<file path="config.mk">
export PLATFORM = sky130hd
export DESIGN_NAME = hack_cpu_ctrl
export DESIGN_NICKNAME = d
export VERILOG_FILES = /design/src/rtl/hack_cpu_ctrl_pkg.sv /design/src/rtl/hack_cpu_ctrl_alu.sv /design/src/rtl/hack_cpu_ctrl.sv
export SDC_FILE = /design/constraint.sdc
export NUM_CORES = 1
export LEC_CHECK = 0
export BUFFER_PORTS_ARGS = -buffer_cell sky130_fd_sc_hd__buf_2
export CORE_ASPECT_RATIO = 1.5
export CORE_MARGIN = 8
export CORE_UTILIZATION = 35
export DETAILED_ROUTE_END_ITERATION = 8
export SKIP_LAST_GASP = 1
export SYNTH_ARGS = -nofsm -noshare
export SYNTH_HDL_FRONTEND = slang
export SYNTH_HIERARCHICAL = 1
export SYNTH_SLANG_ARGS = --single-unit
</file>
<file path="constraint.sdc">
create_clock -name clk -period 9.7 [get_ports clk]
set_clock_uncertainty 0.2 [all_clocks]
set_input_delay 1.94 -clock clk [delete_from_list [all_inputs] [get_ports clk]]
set_output_delay 1.94 -clock clk [all_outputs]
set_load 0.05 [all_outputs]
</file>
<file path="src/rtl/hack_cpu_ctrl_pkg.sv">
// Shared definitions for the Hack CPU control unit.
//   - state_t   : control FSM states
//   - IR field bit positions for C-instructions
//   - jump_taken: evaluates the j1..j3 jump bits against the ALU flags
package hack_cpu_ctrl_pkg;

    typedef enum logic [2:0] {
        FETCH  = 3'd0,
        DECODE = 3'd1,
        MREAD  = 3'd2,
        EXEC   = 3'd3,
        MWRITE = 3'd4
    } state_t;

    localparam int C_BIT   = 15;
    localparam int A_BIT   = 12;
    localparam int COMP_HI = 11;
    localparam int COMP_LO = 6;
    localparam int DEST_A  = 5;
    localparam int DEST_D  = 4;
    localparam int DEST_M  = 3;
    localparam int J_LT    = 2;
    localparam int J_EQ    = 1;
    localparam int J_GT    = 0;

    function automatic logic jump_taken(input logic [2:0] jbits,
                                        input logic zr, input logic ng);
        return (jbits[J_LT] & ng) | (jbits[J_EQ] & zr) | (jbits[J_GT] & ~ng & ~zr);
    endfunction

endpackage

</file>
<file path="src/rtl/hack_cpu_ctrl_alu.sv">
// Hack ALU (combinational).
//   x, y          : operands
//   zx,nx,zy,ny   : zero / negate each operand before the function
//   f             : 1 = x + y, 0 = x & y
//   no            : negate the result
//   out, zr, ng   : result, result==0, result<0
module alu #(
    parameter int W = 16
) (
    input  logic [W-1:0] x,
    input  logic [W-1:0] y,
    input  logic         zx,
    input  logic         nx,
    input  logic         zy,
    input  logic         ny,
    input  logic         f,
    input  logic         no,
    output logic [W-1:0] out,
    output logic         zr,
    output logic         ng
);

    logic [W-1:0] x1;
    logic [W-1:0] y1;
    logic [W-1:0] r;

    always_comb begin
        x1  = zx ? '0 : x;
        x1  = nx ? ~x1 : x1;
        y1  = zy ? '0 : y;
        y1  = ny ? ~y1 : y1;
        r   = f ? (x1 + y1) : (x1 & y1);
        out = no ? ~r : r;
        zr  = (out == '0);
        ng  = out[W-1];
    end

endmodule

</file>
<file path="src/rtl/hack_cpu_ctrl.sv">
// Multi-cycle Hack CPU control unit with A/D/PC registers.
//   clk, rst            : clock, synchronous active-high reset
//   imem_req/addr       : instruction fetch request at PC (asserted only in FETCH)
//   imem_valid/rdata    : fetched instruction, accepted the cycle valid is high
//   dmem_rd/we/addr/wdata : data memory request; held stable until dmem_ready
//   dmem_ready/rdata    : completes the current access; rdata valid with ready
//   pc, a_reg, d_reg    : architectural state for observation
//   instr_retired       : one-cycle pulse the cycle after an instruction completes
//
// Handshake: a data request (dmem_rd or dmem_we, never both) stays asserted
// with constant address/data until the cycle in which dmem_ready=1; that cycle
// completes the transfer. Fetch is the same with imem_req/imem_valid.
module hack_cpu_ctrl
    import hack_cpu_ctrl_pkg::*;
#(
    parameter int DATA_W   = 16,
    parameter int ADDR_W   = 15,
    parameter int RESET_PC = 0
) (
    input  logic              clk,
    input  logic              rst,
    output logic              imem_req,
    output logic [ADDR_W-1:0] imem_addr,
    input  logic              imem_valid,
    input  logic [DATA_W-1:0] imem_rdata,
    output logic              dmem_rd,
    output logic              dmem_we,
    output logic [ADDR_W-1:0] dmem_addr,
    output logic [DATA_W-1:0] dmem_wdata,
    input  logic              dmem_ready,
    input  logic [DATA_W-1:0] dmem_rdata,
    output logic [ADDR_W-1:0] pc,
    output logic [DATA_W-1:0] a_reg,
    output logic [DATA_W-1:0] d_reg,
    output logic              instr_retired
);

    state_t            state;
    state_t            next_state;
    logic [DATA_W-1:0] ir;
    logic [DATA_W-1:0] mdr;
    logic [ADDR_W-1:0] wr_addr;
    logic [DATA_W-1:0] wr_data;
    logic [DATA_W-1:0] alu_y;
    logic [DATA_W-1:0] alu_out;
    logic              alu_zr;
    logic              alu_ng;
    logic              take_jump;
    logic              unused_ir_bits;

    // The two bits between the C marker and the a-bit carry no meaning.
    assign unused_ir_bits = ^ir[14:13];

    assign alu_y     = ir[A_BIT] ? mdr : a_reg;
    assign take_jump = jump_taken(ir[J_LT:J_GT], alu_zr, alu_ng);

    alu #(.W(DATA_W)) u_alu (
        .x   (d_reg),
        .y   (alu_y),
        .zx  (ir[COMP_HI]),
        .nx  (ir[COMP_HI-1]),
        .zy  (ir[COMP_HI-2]),
        .ny  (ir[COMP_HI-3]),
        .f   (ir[COMP_HI-4]),
        .no  (ir[COMP_LO]),
        .out (alu_out),
        .zr  (alu_zr),
        .ng  (alu_ng)
    );

    assign imem_addr  = pc;
    assign dmem_wdata = wr_data;

    always_comb begin
        next_state = state;
        imem_req   = 1'b0;
        dmem_rd    = 1'b0;
        dmem_we    = 1'b0;
        dmem_addr  = wr_addr;
        case (state)
            FETCH: begin
                imem_req = 1'b1;
                if (imem_valid) next_state = DECODE;
            end
            DECODE: begin
                if (!ir[C_BIT])     next_state = FETCH;
                else if (ir[A_BIT]) next_state = MREAD;
                else                next_state = EXEC;
            end
            MREAD: begin
                dmem_rd   = 1'b1;
                dmem_addr = a_reg[ADDR_W-1:0];
                if (dmem_ready) next_state = EXEC;
            end
            EXEC: begin
                next_state = ir[DEST_M] ? MWRITE : FETCH;
            end
            MWRITE: begin
                dmem_we = 1'b1;
                if (dmem_ready) next_state = FETCH;
            end
            default: next_state = FETCH;
        endcase
    end

    // All register updates in EXEC use nonblocking reads of a_reg, so the
    // jump target and write address see A from before this instruction even
    // when the instruction also writes A.
    always_ff @(posedge clk) begin
        if (rst) begin
            state         <= FETCH;
            pc            <= ADDR_W'(RESET_PC);
            a_reg         <= '0;
            d_reg         <= '0;
            ir            <= '0;
            mdr           <= '0;
            wr_addr       <= '0;
            wr_data       <= '0;
            instr_retired <= 1'b0;
        end else begin
            state         <= next_state;
            instr_retired <= 1'b0;
            case (state)
                FETCH: begin
                    if (imem_valid) ir <= imem_rdata;
                end
                DECODE: begin
                    if (!ir[C_BIT]) begin
                        a_reg         <= {{(DATA_W-ADDR_W){1'b0}}, ir[ADDR_W-1:0]};
                        pc            <= pc + ADDR_W'(1);
                        instr_retired <= 1'b1;
                    end
                end
                MREAD: begin
                    if (dmem_ready) mdr <= dmem_rdata;
                end
                EXEC: begin
                    if (ir[DEST_A]) a_reg <= alu_out;
                    if (ir[DEST_D]) d_reg <= alu_out;
                    if (ir[DEST_M]) begin
                        wr_addr <= a_reg[ADDR_W-1:0];
                        wr_data <= alu_out;
                    end else begin
                        instr_retired <= 1'b1;
                    end
                    pc <= take_jump ? a_reg[ADDR_W-1:0] : pc + ADDR_W'(1);
                end
                MWRITE: begin
                    if (dmem_ready) instr_retired <= 1'b1;
                end
                default: ;
            endcase
        end
    end

endmodule

</file>
==> flow_summary.json <==
{
  "hold_class": "flop to flop",
  "antenna_found_initial": 0,
  "ys_seq_elements": 114,
  "post_cts_buffers": 0,
  "synth_fp_nets": 959,
  "ys_seq_area_share_pct": 32.7,
  "cap_violations": 0,
  "clk_latency_ps": 410,
  "drt_iter0_drc": 418,
  "cts_inserted_buffers": 17,
  "crit_chain": "mux2_2 > nand2b_1 > xnor2_1 > ha_1 > fa_1 > a211oi_4 > o2111a_1 > a311o_1 > o21ai_0 > or4b_1 > a221o_1 > or4b_1 > nor4_2 > a22oi_1 > a21oi_1 > o21ai_0 > a32o_1",
  "hold_violations": 0,
  "diodes": 0,
  "ir_drop_mv": 0.108,
  "die_w_um": 131,
  "firstDrtPassIters": 5,
  "syn_area_per_cell_sq_um": 7.72,
  "htreeDepth": 4,
  "start_util_pct": 35.5,
  "drc_errors": 0,
  "synth_top_area_share_pct": 32.7,
  "place_hpwl_mm": 17.9,
  "power_density_mw_per_mm2": 162,
  "grt_start_max_net_pins": 63,
  "holdPathStages": 2,
  "outcome": "finished clean",
  "wirelength_mm": 23.8,
  "max_slew_margin_pct": 22.5,
  "finalCritPeriodShare_pct": 65.7,
  "core_sq_mm": 0.0197,
  "pin_count": 133,
  "r2r_cells": 17,
  "stdcell_count": 1258,
  "grt_pass1_vias": 6766,
  "max_stage_delay_ps": 830,
  "crit_buf_inv": 0,
  "wire_per_inst_um": 18.9,
  "async_flop_share_pct": 0,
  "power.leakage_nw": 3.17,
  "final.setup.tns_ps": 0,
  "cp.depth": 17,
  "startpoint_type": "flop",
  "finalCriticalPeriod_ps": 6370,
  "synth-edff-count": 0,
  "cts_root_buf": "clkbuf_16",
  "die_y_um": 189,
  "drv_slew": 0,
  "post-place-cells": 1229,
  "final_common_cell": "nand2_1",
  "cp-end-kind": "flop",
  "fin_nets": 1042,
  "synth_area_leaders": "dfxtp_1 (33%), nand2_1 (11%), a21oi_1 (7.3%)",
  "synth.distinct_cells": 77,
  "max_freq_ghz": 0.157,
  "die_area_sq_mm": 0.0248,
  "mostFrequentLayoutCells": "nand2_1 (200), buf_2 (131), dfxtp_1 (114), a21oi_1 (101), xnor2_1 (49)",
  "gp_congestion": 0.865,
  "ant_nets": 0,
  "rows": 63,
  "cp_top_family": "compound AO/OA/AOI/OAI gates",
  "cts_sinks": 114,
  "synth_area_sq_mm": 0.00699,
  "place_ws_ps": 3430,
  "track_usage_pct": 19.0,
  "slowest_stage": "a21oi_1",
  "tritoncts": "done",
  "critical_path_class": "flop to flop",
  "layout_setup_ws_ps": 3330,
  "route.vias.total": 6778,
  "drive_gt1_share_pct": 22.0,
  "grt_pass1_wl_mm": 37.5,
  "worst_ep_required_time_ps": 9800,
  "hold_buffers": 0,
  "synth_top_area_cell": "dfxtp_1",
  "vias_per_cell": 5.39,
  "tightest_slew_ps": 1160,
  "cp_max_fo": 20,
  "synth_ff_type": "dfxtp_1",
  "syn-instance-count": 905,
  "finalSetupViolCount": 0,
  "yosys_warnings": 6,
  "post_cts_resized": 0,
  "rsz0062_at_grt": "false",
  "arrival_ps": 6470,
  "grt.overflow.total": 0,
  "syn2layout_area_growth_pct": 17.6,
  "io_buffers": 132,
  "clk_pin_slew_ps": 50,
  "clockBufferDepth": 2
}
[cell usage after synthesis (all sizes together), types with 4 or more instances]
master,count
xor2,4
clkbuf,42
xnor2,49
nand2,201
inv,15
nor2b,7
and3,5
a22oi,6
nand3,29
nand4,10
o31ai,4
and2,8
a211oi,7
a31oi,11
nor2,41
ha,17
o21ai,19
dfxtp,114
o211ai,4
a21oi,102
mux2i,11
nand2b,40
mux2,32
a311oi,16
or3,5
a21o,4
nor3,15
or4,8
buf,32
[logic make-up (layout without fill, tap and decap cells)]
logic type	Yosys count	in the layout	synth area share, %
multiplexers	43	43	6.73
adder cells (fa/ha/maj)	18	18	3.33
buffers and inverters	90	183	6.07
XOR/XNOR	53	53	6.64
AND/OR/NAND/NOR	387	387	26.5
flip-flops	114	114	32.7
AO/OA/AOI/OAI	200	200	18.0
[cell type report]
class / instances / area, sq um
tap: 260 / 325
clock inverter: 10 / 113
inverter: 15 / 56.3
timing repair buffer: 139 / 716
clock buffer: 19 / 443
fill: 2069 / 11500
sequential: 114 / 2280
multi-input combinational: 701 / 4290
[worst paths after layout]
| kind | start | slack [ps] | endpoint |
|---|---|---|---|
| max | ir[12] | 3330 | imem_addr[8] |
| min | wr_addr[1] | 250 | wr_addr[1] |
| max reg2reg | ir[12] | 3330 | imem_addr[8] |
| min reg2reg | wr_addr[1] | 250 | wr_addr[1] |
[routing by layer]
layer | share of wire (%) | global-route usage (%)
met1 | 39 | 20.0
met2 | 53 | 35.4
met3 | 4.6 | 3.74
met4 | 3.8 | 8.82
met5 | 0 | 0
[report_power, final]
part	switching, mW	leakage, nW	total [mW]	internal [mW]
registers	0.0279	0.923	0.508	0.480
clock network	0.220	0.271	0.598	0.379
logic	0.145	1.97	0.222	0.0770
total	0.393	3.17	1.33	0.936
[per-stage QoR]
| step | hold slack [ps] | cell area [sq um] | utilization, % | power [mW] |
|---|---|---|---|---|
| 2_1_floorplan | 233 | 6990 | - | 0.670 |
| 3_3_place_gp | 239 | 7660 | 38.9 | 0.739 |
| 3_5_place_dp | 245 | 7660 | 38.9 | 0.738 |
| 4_1_cts | 253 | 8220 | 41.7 | 1.34 |
| 5_1_grt | 270 | 8220 | 41.7 | 1.38 |
| 6_report | 252 | 8220 | 41.7 | 1.33 |
[worst reg2reg max path, cell delays in order, from the launching register on]
cell and delay, ps:
dfxtp_1 780, mux2_2 410, nand2b_1 90, xnor2_1 70, ha_1 280, fa_1 470
a211oi_4 330, o2111a_1 240, a311o_1 180, o21ai_0 100, or4b_1 510, a221o_1 330
or4b_1 520, nor4_2 240, a22oi_1 150, a21oi_1 830, o21ai_0 230, a32o_1 300
(Power assumes the default switching activity.)
